<file path="src/rtl/imm_ext_pkg.sv">
// Shared definitions for the immediate extender: extension modes, named opcodes
// and the opcode-to-mode decode.
package imm_ext_pkg;

   typedef enum logic [1:0] {
      MODE_ZERO   = 2'd0,
      MODE_SIGN   = 2'd1,
      MODE_HIGH   = 2'd2,
      MODE_BRANCH = 2'd3
   } mode_e;

   localparam logic [5:0] OP_ZEXT_A = 6'b110010;
   localparam logic [5:0] OP_ZEXT_B = 6'b110011;
   localparam logic [5:0] OP_SEXT   = 6'b111000;
   localparam logic [5:0] OP_HIGH   = 6'b111001;
   localparam logic [5:0] OP_BR_A   = 6'b111111;
   localparam logic [5:0] OP_BR_B   = 6'b000000;
   localparam logic [5:0] OP_BR_C   = 6'b000001;

   // Anything not explicitly listed is sign-extended.
   function automatic mode_e decode_mode(input logic [5:0] opcode);
      mode_e mode;
      case (opcode)
         OP_ZEXT_A, OP_ZEXT_B:     mode = MODE_ZERO;
         OP_HIGH:                  mode = MODE_HIGH;
         OP_BR_A, OP_BR_B, OP_BR_C: mode = MODE_BRANCH;
         OP_SEXT:                  mode = MODE_SIGN;
         default:                  mode = MODE_SIGN;
      endcase
      return mode;
   endfunction

endpackage

</file>
<file path="src/rtl/imm_ext_core.sv">
// Combinational immediate extension: zero, sign, high-half placement and
// shifted sign-extended branch offset.
module imm_ext_core
   import imm_ext_pkg::*;
#(
   parameter int unsigned IN_W     = 16,
   parameter int unsigned OUT_W    = 32,
   parameter int unsigned BR_SHIFT = 2
) (
   input  logic [IN_W-1:0]  In,
   input  mode_e            mode,
   output logic [OUT_W-1:0] Out
);

   localparam int unsigned PAD_W = OUT_W - IN_W;

   if (OUT_W <= IN_W || OUT_W < IN_W + BR_SHIFT) begin : g_bad_width
      $error("imm_ext_core: OUT_W must exceed IN_W and hold IN_W + BR_SHIFT bits");
   end

   logic [OUT_W-1:0] sign_ext;

   assign sign_ext = {{PAD_W{In[IN_W-1]}}, In};

   always_comb begin
      Out = '0;
      unique case (mode)
         MODE_ZERO:   Out = {{PAD_W{1'b0}}, In};
         MODE_SIGN:   Out = sign_ext;
         MODE_HIGH:   Out = {In, {PAD_W{1'b0}}};
         MODE_BRANCH: Out = sign_ext << BR_SHIFT;
         default:     Out = '0;
      endcase
   end

endmodule

</file>
<file path="src/rtl/imm_ext_pipe.sv">
// Flow-controlled immediate extender: decode + extend on the input side, then a
// 2-entry FIFO so one cycle of execute-side stall is absorbed without loss.
module imm_ext_pipe
   import imm_ext_pkg::*;
#(
   parameter int unsigned IN_W     = 16,
   parameter int unsigned OUT_W    = 32,
   parameter int unsigned BR_SHIFT = 2
) (
   input  logic             Clk,
   input  logic             Reset_n,
   input  logic             In_valid,
   output logic             In_ready,
   input  logic [IN_W-1:0]  In,
   input  logic [5:0]       Opcode,
   output logic             Out_valid,
   input  logic             Out_ready,
   output logic [OUT_W-1:0] Out,
   output logic [1:0]       Out_mode
);

   mode_e            in_mode;
   logic [OUT_W-1:0] ext_val;

   assign in_mode = decode_mode(Opcode);

   imm_ext_core #(
      .IN_W     (IN_W),
      .OUT_W    (OUT_W),
      .BR_SHIFT (BR_SHIFT)
   ) u_core (
      .In   (In),
      .mode (in_mode),
      .Out  (ext_val)
   );

   logic [OUT_W-1:0] data_q [2];
   mode_e            mode_q [2];
   logic             wr_ptr_q, rd_ptr_q;
   logic [1:0]       count_q, count_d;
   logic             push, pop;

   // Ready depends only on the occupancy register, never on Out_ready.
   assign In_ready  = (count_q != 2'd2);
   assign Out_valid = (count_q != 2'd0);
   assign push      = In_valid && In_ready;
   assign pop       = Out_valid && Out_ready;

   assign Out      = data_q[rd_ptr_q];
   assign Out_mode = mode_q[rd_ptr_q];

   always_comb begin
      count_d = count_q;
      unique case ({push, pop})
         2'b10:   count_d = count_q + 2'd1;
         2'b01:   count_d = count_q - 2'd1;
         default: count_d = count_q;
      endcase
   end

   always_ff @(posedge Clk or negedge Reset_n) begin
      if (!Reset_n) begin
         data_q[0] <= '0;
         data_q[1] <= '0;
         mode_q[0] <= MODE_ZERO;
         mode_q[1] <= MODE_ZERO;
         wr_ptr_q  <= 1'b0;
         rd_ptr_q  <= 1'b0;
         count_q   <= 2'd0;
      end else begin
         if (push) begin
            data_q[wr_ptr_q] <= ext_val;
            mode_q[wr_ptr_q] <= in_mode;
            wr_ptr_q         <= ~wr_ptr_q;
         end
         if (pop) begin
            rd_ptr_q <= ~rd_ptr_q;
         end
         count_q <= count_d;
      end
   end

endmodule

</file>
<file path="config.mk">
export PLATFORM = sky130hd
export DESIGN_NAME = imm_ext_pipe
export DESIGN_NICKNAME = d
export VERILOG_FILES = /design/src/rtl/imm_ext_pkg.sv /design/src/rtl/imm_ext_core.sv /design/src/rtl/imm_ext_pipe.sv
export SDC_FILE = /design/constraint.sdc
export NUM_CORES = 1
export LEC_CHECK = 0
export ABC_AREA = 1
export CORE_ASPECT_RATIO = 1.5
export CORE_MARGIN = 2
export CORE_UTILIZATION = 53
export DETAILED_ROUTE_END_ITERATION = 6
export HOLD_SLACK_MARGIN = 0.02
export PLACE_DENSITY = 0.79
export SLEW_MARGIN = 15
export SYNTH_ARGS = -nofsm -noshare
export SYNTH_HDL_FRONTEND = slang
export SYNTH_SLANG_ARGS = --single-unit
</file>
<file path="constraint.sdc">
create_clock -name Clk -period 1.75 [get_ports Clk]
set_input_delay 0.35 -clock Clk [delete_from_list [all_inputs] [get_ports Clk]]
set_output_delay 0.35 -clock Clk [all_outputs]
set_load 0.01 [all_outputs]
</file>
==> impl_results.md, run 1 <==
* Mapped Cells at 504
* Failing checks: hold timing, setup timing
* Sink Count at 72
* Setup TNS at -0.161 ns
* Antenna Nets Post-Route at 0
* Site Rows at 37
* Initial antenna violation count at 0
* Min Tclk post-route at 1.79 ns
* Power Density at 1710 nW/µm²
* Overall routed net length at 9420 µm
* Placed Area at 4530 µm²
* Design Area, Final at 4710 µm²
* Total GRT Usage at 26.5%
* Status: complete, but fails checks
* Clk_lat worst skew at 0.36 ns
* CTS root buffer: clkbuf_8
* Setup ws final at -0.0438 ns
* Clock Pin Slew Worst Setup and Hold Paths at 0.07 ns
* Cts bufs inserted at 9
* Worst-Margin Slew at 0.660 ns
* DIE WIDTH at 72.5 µm
* Boundary Pins at 62
* Final Util at 68.7%
* WP data arrival at 1.44 ns
* Slew margin rel. at 55.9%
* Via count at 3,416
* Clk_skew at 0.00938 ns
* Top FF cell, synth: dfrtp_1
* DPL Wire Length at 6490 µm
* Avg WL per Cell at 14.2 µm
* Post-Syn Nets at 531
* Final GP Congestion at 0.849
* Vias in the first global route at 3,371
* Die Ht at 107 µm
* Largest net degree at the start of global routing at 73
* Multi-input gate area at 1660 µm²
* Fill count at 615
* Synth top area share at 48.3%
* Slowest stage delay, CP at 0.47 ns
* Type of origin of the critical path: register
* Synth top area cells: dfrtp_1 (48%), nand2_1 (29%), o21ai_0 (4.6%)
* IR drop worst, VDD at 0.000983 V
* Pre-Repair DR Iteration Count at 5
* Nets at 608
* Total die area at 7730 µm²
* Final hold viol count at 6
* Leak at 2.55 nW
* Fin crit share at 103%
* Final Hold Slack at -0.00797 ns
* CP max stage cell: dfrtp_2
* R2R setup slack at 0.27 ns
* Yosys warning total at 0
* Global-route wire length before repair at 15,800 µm
* Required @ worst endpoint at 1.40 ns
* DR iter-0 viols at 246
* Fmax at 557 MHz
* Count leader, synth: nand2_1
* Post-synthesis sequential area ratio at 48.3%
* CP Max Fanout at 18
* Bufs on Longest Clock Path at 2
* Synth Register Bits at 72
* ANT cells at 0
* RSZ-0062 raised after global routing: true
* CP Cell Sequence: buf_6, nand2_1, o21ai_1, clkdlybuf4s15_2
* Worst Reg-to-Reg Cells at 6
* Synthesized area per cell at 7.40 µm²
* Via/cell ratio at 5.14
* Post-synth top area cell: dfrtp_1
* Kind of critical path: register to output pin
* PortBufs at 61
* Register area at 1800 µm²
* Synthesized area at 3730 µm²
* Drt drc at 0
* Max cap viols at 0
* H-tree depth at 3
* Asr flop ratio synth at 100%
* Netlist cell types at 25
* Max-slew violation count at 0
* EDFF count, synth at 0
* Initial Utilization at 54.4%
* Layout cells sized above 1 at 19.5%
* Core outline area at 6850 µm²
* R2r startpoint: count_q[0]
* Final setup fails at 8
* Area delta synth->final at 26.3%
* Worst reg2reg endpoint: mode_q[1]
* Dpl ws at -0.217 ns
* Total congestion overflow at 0
* Pwr Total at 8.03 mW
* Post-synth top cells: nand2_1 (291), dfrtp_1 (72), o21ai_0 (34)
* CTS tree: built
* CP Capture Type: output pin
* HP Class: input port to async pin
layout make-up:
type	count	area share, %
sequential	72	38.3
multi-input combinational	374	35.3
timing repair buffer	91	17.0
tap	78	2.07
clock buffer	14	3.88
inverter	33	2.68
clock inverter	2	0.744
cell families (layout without fill, tap and decap cells):
kind of cell / count (synthesis) / after routing / share of synthesized area [%]
and+or+nand+nor: 313 / 313 / 34.5
DFF: 72 / 72 / 48.3
buffers and inverters: 58 / 140 / 7.35
AOI/OAI and AO/OA: 57 / 57 / 8.76
xor gates and xnor gates: 3 / 3 / 0.705
adders and majority gates: 1 / 1 / 0.336
worst max-delay path: cells and delay by family, from the launching register on:
family	cells	cell delay [ns]
AOI/OAI and AO/OA	1	0.10
DFF	1	0.47
buffers and inverters	2	0.45
and+or+nand+nor	1	0.07
metrics by stage:
step                      instances  hold slack, ns
final                           664        -0.00797
after global routing            664          0.0488
after CTS                       663          0.0214
after detailed placement        645           0.413
after global placement          645           0.406
after floorplan                 504          0.0544
state kept, by name, indices dropped and copies added, names as in the netlist:
| register | count |
|---|---|
| data_q | 64 |
| count_q | 2 |
| wr_ptr_q | 1 |
| mode_q | 4 |
| rd_ptr_q | 1 |
what timing repair did:
item / in CTS / in global routing
pin swaps: 0 / 1
hold buffers: 0 / 0
setup endpoints to repair: 36 / 32
setup buffers: 3 / 1
gates resized for setup: 83 / 54
cloned: 0 / 0
layer usage:
| layer | share of wire (%) | track usage (%) | vias up | wire, µm |
|---|---|---|---|---|
| met5 | 0 | 0 | - | 0 |
| met2 | 53 | 44.3 | 97 | 5030 |
| met4 | 2.5 | 11.4 | 0 | 237 |
| met1 | 40 | 32.8 | 1613 | 3810 |
| met3 | 3.6 | 5.45 | 22 | 341 |
| li1 | - | - | 1684 | - |
report_power, final:
group	internal [mW]	switching [mW]
clock	0.813	0.614
sequential	2.44	0.394
combinational	1.61	2.15
cell usage in the layout (no fill, tap or decap), types with 2 or more instances in the layout:
cell	netlist	routed
nor2_4	3	3
buf_2	9	8
o21ai_2	1	2
o21ai_0	34	20
inv_1	28	28
nor2_8	2	2
o21ai_1	6	19
buf_6	5	4
clkbuf_2	0	16
clkdlybuf4s50_1	0	24
a21oi_1	6	6
nand2_4	4	4
inv_2	4	4
a21oi_2	10	10
nor2_1	7	7
nand2_2	2	5
nand3_1	2	2
clkdlybuf4s15_2	0	10
nand2_1	291	288
dfrtp_1	72	71
xor2_1	2	2
buf_4	2	22
buf_12	0	5
dlygate4sd2_1	0	2
clkbuf_8	0	13
worst max-delay path by stage:
stage	startpoint	endpoint	slack (ns)	cells after the start
after floorplan	count_q[0]	count_q[1]	0.29	8
after global placement	Opcode[2]	data_q[33]	-0.19	9
after detailed placement	Opcode[4]	data_q[33]	-0.22	10
after CTS	rd_ptr_q	Out[7]	-0.11	5
after global routing	rd_ptr_q	Out[24]	-0.1	3
final	rd_ptr_q	Out[17]	-0.04	4
Power figures use the tool's default switching activity.
==> inputs of run 2 (changes only) <==
CORE_UTILIZATION = 48   (was 53)
PLACE_DENSITY = 0.75   (was 0.79)
clock period = 1.5 ns   (was 1.75 ns; I/O delays follow)
==> run 2 against run 1 <==
  * The run ends with setup timing left
  * Critical path depth stayed put
  * Count of clock-buffer cells in the layout decreased by 3
  * Largest cell class is now multi-input combinational cells
  * Clock power is 45% higher
==> impl_results.md, run 2 (synthesis results as in run 1) <==
* HP Class: register to register
* Drt drc at 0 (unchanged)
* Vias in the first global route at 3,464 (+2.8%)
* Bufs on Longest Clock Path at 2 (unchanged)
* Pre-Repair DR Iteration Count at 7 (+2)
* Final hold viol count at 0 (-6)
* Max cap viols at 0 (unchanged)
* Area delta synth->final at 41.6%
* Slowest stage delay, CP at 0.43 ns (-0.04 ns)
* H-tree depth at 3 (unchanged)
* Failing checks: setup timing
* Antenna Nets Post-Route at 0 (unchanged)
* Commonest non-fill, non-tap cell in the layout: nand2_1
* Worst Reg-to-Reg Cells at 8 (+2)
* Required @ worst endpoint at 1.20 ns (-0.20 ns)
* CP Capture Type: output pin
* Most frequent cells in the layout: nand2_1 (258), dfrtp_1 (71), buf_2 (28)
* Layout cells sized above 1 at 28.6% (+9.1 points)
* PortBufs at 61 (unchanged)
* Site Rows at 39 (+5.4%)
* Placed Area at 4690 µm² (+3.4%)
* CTS root buffer: clkbuf_16
* Total GRT Usage at 24.3% (-2.2 points)
* Initial Utilization at 49.3% (-5.1 points)
* Final Hold Slack at 0.477 ns (+0.485 ns)
* DPL Wire Length at 6500 µm (+0.17%)
* R2r startpoint: count_q[1]
* Max reg flops at 64 (unchanged)
* Final GP Congestion at 0.838 (-1.3%)
* Global-route wire length before repair at 16,500 µm (+4.7%)
* Largest registers: data_q (64), mode_q (4), count_q (2)
* Crit path max-delay family: buffers and inverters
* Clock Pin Slew Worst Setup and Hold Paths at 0.05 ns (-0.02 ns)
* Cts bufs inserted at 9 (unchanged)
* R2R setup slack at 0.11 ns (-0.16 ns)
* Kind of critical path: register to output pin
* Status: complete, but fails checks
* Via count at 3,547 (+3.8%)
* Most used cell, CP: buf_6
* Pwr Total at 11.1 mW (+38%)
* ANT cells at 0 (unchanged)
* Power Density at 2100 nW/µm² (+23%)
* Worst hold path startpoint: data_q[45]
* Final Util at 69.8% (+1.1 points)
* Final setup fails at 34 (+26)
* Most flops, register: data_q
* Die Ht at 112 µm (+4.9%)
* Design Area, Final at 5280 µm² (+12%)
* Fin crit share at 110%
* Max-slew violation count at 0 (unchanged)
* Clk_skew at 0.00273 ns (-0.00665 ns)
* Via/cell ratio at 5.07 (-1.5%)
* Worst Hold Path EP: data_q[45]
* Fill count at 586 (-4.7%)
* IR drop worst, VDD at 0.00126 V (+28%)
* Initial antenna violation count at 0 (unchanged)
* Worst-Margin Slew at 0.400 ns (-0.260 ns)
* WP data arrival at 1.36 ns (-0.08 ns)
* Total die area at 8500 µm² (+9.9%)
* Type of origin of the critical path: register
* Boundary Pins at 62 (unchanged)
* Hold path depth at 2
* Largest net degree at the start of global routing at 73 (unchanged)
* Avg WL per Cell at 15.1 µm (+6.2%)
* Leak at 2.86 nW (+12%)
* Clk_lat worst skew at 0.33 ns (-0.03 ns)
* Sink Count at 72 (unchanged)
* Dpl ws at -0.393 ns (-0.175 ns)
* Setup ws final at -0.156 ns (-0.113 ns)
* Nets at 621 (+2.1%)
* CP Max Fanout at 7 (-11)
* RSZ-0062 raised after global routing: true
* DR iter-0 viols at 296 (+20%)
* CP max stage cell: dfrtp_2
* CP Cell Sequence: buf_6, clkbuf_16, o21ai_4, buf_6
* DIE WIDTH at 76.0 µm (+4.8%)
* Total congestion overflow at 0 (unchanged)
* Overall routed net length at 10,500 µm (+12%)
* CTS tree: built
* Worst reg2reg endpoint: count_q[1]
* Fmax at 604 MHz
* Buf/Inv on CP at 3 (+1)
* Slew margin rel. at 73.3% (+17 points)
* Min Tclk post-route at 1.66 ns
* Core outline area at 7560 µm² (+10%)
run 2: through the flow:
step	instances	setup TNS (ns)
after floorplan	504	0
after global placement	674	-20.12
after detailed placement	674	-23.72
after CTS	696	-5.12
after global routing	700	-5.00
final	700	-3.76
run 2: cell type report:
cell class / count / area, µm² / share of cell area [%]
clock inverter: 4 / 45.0 / 0.853
timing repair buffer: 103 / 1040 / 19.7
inverter: 33 / 136 / 2.58
multi-input combinational: 374 / 1870 / 35.5
sequential: 72 / 1800 / 34.2
clock buffer: 11 / 243 / 4.60
timing repair inverter: 1 / 11.3 / 0.213
tap: 102 / 128 / 2.42
run 2: metal layers:
metal | vias to the layer above | wire length [µm] | track usage (%)
met4 | 0 | 395 | 14.7
li1 | 1706 | - | -
met2 | 142 | 5450 | 40.7
met3 | 31 | 568 | 4.46
met5 | - | 0 | 0
met1 | 1668 | 4130 | 29.2
run 2: worst max path at each step:
stage / from / end / slack, ns / cells past startpoint
floorplan: count_q[0] / count_q[1] / 0.04 / 8
global placement: Opcode[4] / data_q[34] / -0.30 / 9
detailed placement: Opcode[4] / data_q[2] / -0.39 / 9
CTS: rd_ptr_q / Out[18] / -0.20 / 4
global route: rd_ptr_q / Out[28] / -0.18 / 4
finish: rd_ptr_q / Out[1] / -0.16 / 4
run 2: power breakdown:
group          internal, mW  switching [mW]
Clock                  1.31           0.769
Combinational          2.49            3.08
Sequential             2.86           0.553
run 2: worst min-delay path: stages, from the launching register on:
cell and delay [ns]:
dfrtp_1 0.34, nand2_1 0.05, nand2_1 0.05
run 2: repair_timing:
item | in CTS | in global routing
pin swaps | 9 | 22
endpoints found under the hold margin | 64 | 0
setup buffers | 5 | 2
gates cloned | 1 | 4
hold buffers | 1 | 0
gates resized for setup | 193 | 57
setup endpoints to repair | 40 | 92
==> inputs of run 3 (changes only) <==
CORE_UTILIZATION = 50   (was 48)
SKIP_LAST_GASP = 1   (was default)
clock period = 2.1 ns   (was 1.5 ns; I/O delays follow)
==> run 3 against run 2 <==
  * The flow now finishes without violations
  * Design area decreased by 11%
  * Critical path depth increased by 2
  * Combinational power decreased by 45%
  * Clock skew increased by 0.0097 ns
  * Count of clock-buffer cells in the layout increased by 1
  * Sequential share of layout area increased by 4.2 points
  * Non-clock buffer count decreased by 30
  * Via count decreased by 6.7%
  * Worst hold slack got worse by 0.42 ns
  * Flip-flop and latch count unchanged
  * Critical path type unchanged
==> impl_results.md, run 3 (synthesis results as in run 1) <==
* Final Util at 65.0% (-4.7 points)
* Boundary Pins at 62 (unchanged)
* Type of origin of the critical path: register
* Via/cell ratio at 4.96 (-2.2%)
* Site Rows at 38 (-2.6%)
* Pre-Repair DR Iteration Count at 5 (-2)
* Fmax at 493 MHz
* CTS root buffer: clkbuf_8
* Via count at 3,311 (-6.7%)
* Status: completed
* Final setup fails at 0 (-100%)
* Clk_lat worst skew at 0.36 ns (+0.03 ns)
* Commonest non-fill, non-tap cell in the layout: nand2_1
* PortBufs at 61 (unchanged)
* Sink Count at 72 (unchanged)
* Total die area at 8180 µm² (-3.8%)
* Drt drc at 0 (unchanged)
* Max-slew violation count at 0 (unchanged)
* IR drop worst, VDD at 0.00106 V (-16%)
* Total GRT Usage at 24.2% (-0.17 points)
* Bufs on Longest Clock Path at 2 (unchanged)
* Global-route wire length before repair at 14,900 µm (-9.5%)
* Slowest stage delay, CP at 0.42 ns (about the same)
* Kind of critical path: register to output pin
* Worst-Margin Slew at 0.660 ns (+0.260 ns)
* Worst Reg-to-Reg Cells at 8 (unchanged)
* Power Density at 1420 nW/µm² (-32%)
* CP Capture Type: output pin
* Post-Place Cells at 651 (-3.4%)
* DIE WIDTH at 74.5 µm (-1.9%)
* Initial Utilization at 51.6% (+2.3 points)
* Area delta synth->final at 26.1%
* Dpl ws at 0.0810 ns (+0.474 ns)
* Clock Pin Slew Worst Setup and Hold Paths at 0.08 ns (+0.03 ns)
* DR iter-0 viols at 204 (-31%)
* Die Ht at 110 µm (-1.9%)
* Total congestion overflow at 0 (unchanged)
* Core outline area at 7230 µm² (-4.4%)
* Final GP Congestion at 0.804 (-4.0%)
* Largest net degree at the start of global routing at 73 (unchanged)
* Non-Filler Instances at 668 (-4.6%)
* Fill count at 657 (+12%)
* Fin crit share at 96.6%
* CTS tree: built
* Initial antenna violation count at 0 (unchanged)
* Leak at 2.67 nW (-6.8%)
* HP Class: input port to async pin
* CP Cell Sequence: clkinv_1, buf_8, buf_4, nand2_1, nand2_1, dlygate4sd2_1
* Avg WL per Cell at 13.5 µm (-11%)
* Final Hold Slack at 0.0618 ns (-0.415 ns)
* WP data arrival at 1.61 ns (+0.25 ns)
* Final hold viol count at 0 (unchanged)
* ANT cells at 0 (unchanged)
* Most used cell, CP: nand2_1
* Cts bufs inserted at 9 (unchanged)
* H-tree depth at 3 (unchanged)
* Layout cells sized above 1 at 10.2% (-18 points)
* Antenna Nets Post-Route at 0 (unchanged)
* Slew margin rel. at 56.0% (-17 points)
* CP max stage cell: dfrtp_2
* Vias in the first global route at 3,251 (-6.1%)
* DPL Wire Length at 6180 µm (-4.9%)
* Clk_skew at 0.0124 ns (+0.00970 ns)
* Required @ worst endpoint at 1.68 ns (+0.48 ns)
* CP Max Fanout at 15 (+8)
* Max reg flops at 64 (unchanged)
* Pwr Total at 6.66 mW (-40%)
* Most frequent cells in the layout: nand2_1 (291), dfrtp_1 (71), o21ai_0 (30)
* Min Tclk post-route at 2.03 ns
* Most flops, register: data_q
* Overall routed net length at 9000 µm (-15%)
* Largest registers: data_q (64), mode_q (4), count_q (2)
* Nets at 590 (-5.0%)
* Setup ws final at 0.0719 ns (+0.228 ns)
* Max cap viols at 0 (unchanged)
[run 3: path summary, 6_finish.rpt]
check / start / end / slack [ns]
worst max-delay path: rd_ptr_q / Out[3] / 0.07
worst min-delay path: Reset_n / data_q[42] / 0.06
worst max register to register: count_q[0] / count_q[1] / 0.54
worst min register to register: data_q[12] / data_q[12] / 0.48
max in group asynchronous: Reset_n / rd_ptr_q / 1.69
min in group Clk: data_q[12] / data_q[12] / 0.48
[run 3: worst max-delay path, delay by kind of cell, from the launching register on]
family	cells	cell delay (ns)
flip-flops	1	0.42
AND/OR/NAND/NOR	2	0.14
buffers and inverters	4	0.70
[run 3: final cells by class]
| type | instances | area [µm²] | share of cell area (%) |
|---|---|---|---|
| clock inverter | 4 | 76.3 | 1.62 |
| tap | 100 | 125 | 2.66 |
| multi-input combinational | 374 | 1660 | 35.2 |
| sequential | 72 | 1800 | 38.4 |
| clock buffer | 12 | 155 | 3.30 |
| timing repair buffer | 73 | 762 | 16.2 |
| inverter | 33 | 124 | 2.64 |
[run 3: per-layer routing]
| metal | vias to the layer above | GRT usage (%) | part of all wire (%) |
|---|---|---|---|
| met3 | 14 | 3.57 | 4.5 |
| met1 | 1561 | 29.3 | 41 |
| met5 | - | 0 | 0 |
| li1 | 1650 | - | - |
| met2 | 86 | 41.7 | 52 |
| met4 | 0 | 10.8 | 2.2 |
[run 3: power breakdown]
group          switching, mW  internal (mW)
registers              0.328           2.04
clock network          0.518          0.736
logic                   1.71           1.34
[run 3: per-stage QoR]
step / setup TNS (ns) / cell area [µm²]
finish: 0 / 4700
global route: -0.00589 / 4700
CTS: -1.02 / 4650
detailed placement: 0 / 4420
global placement: 0 / 4420
floorplan: 0 / 3730
[run 3: repair_timing]
action                                  4_1_cts  5_1_grt
resized for setup                            28       19
setup buffers                                 1        0
hold buffers                                  0        0
endpoints found under the setup margin       33       16
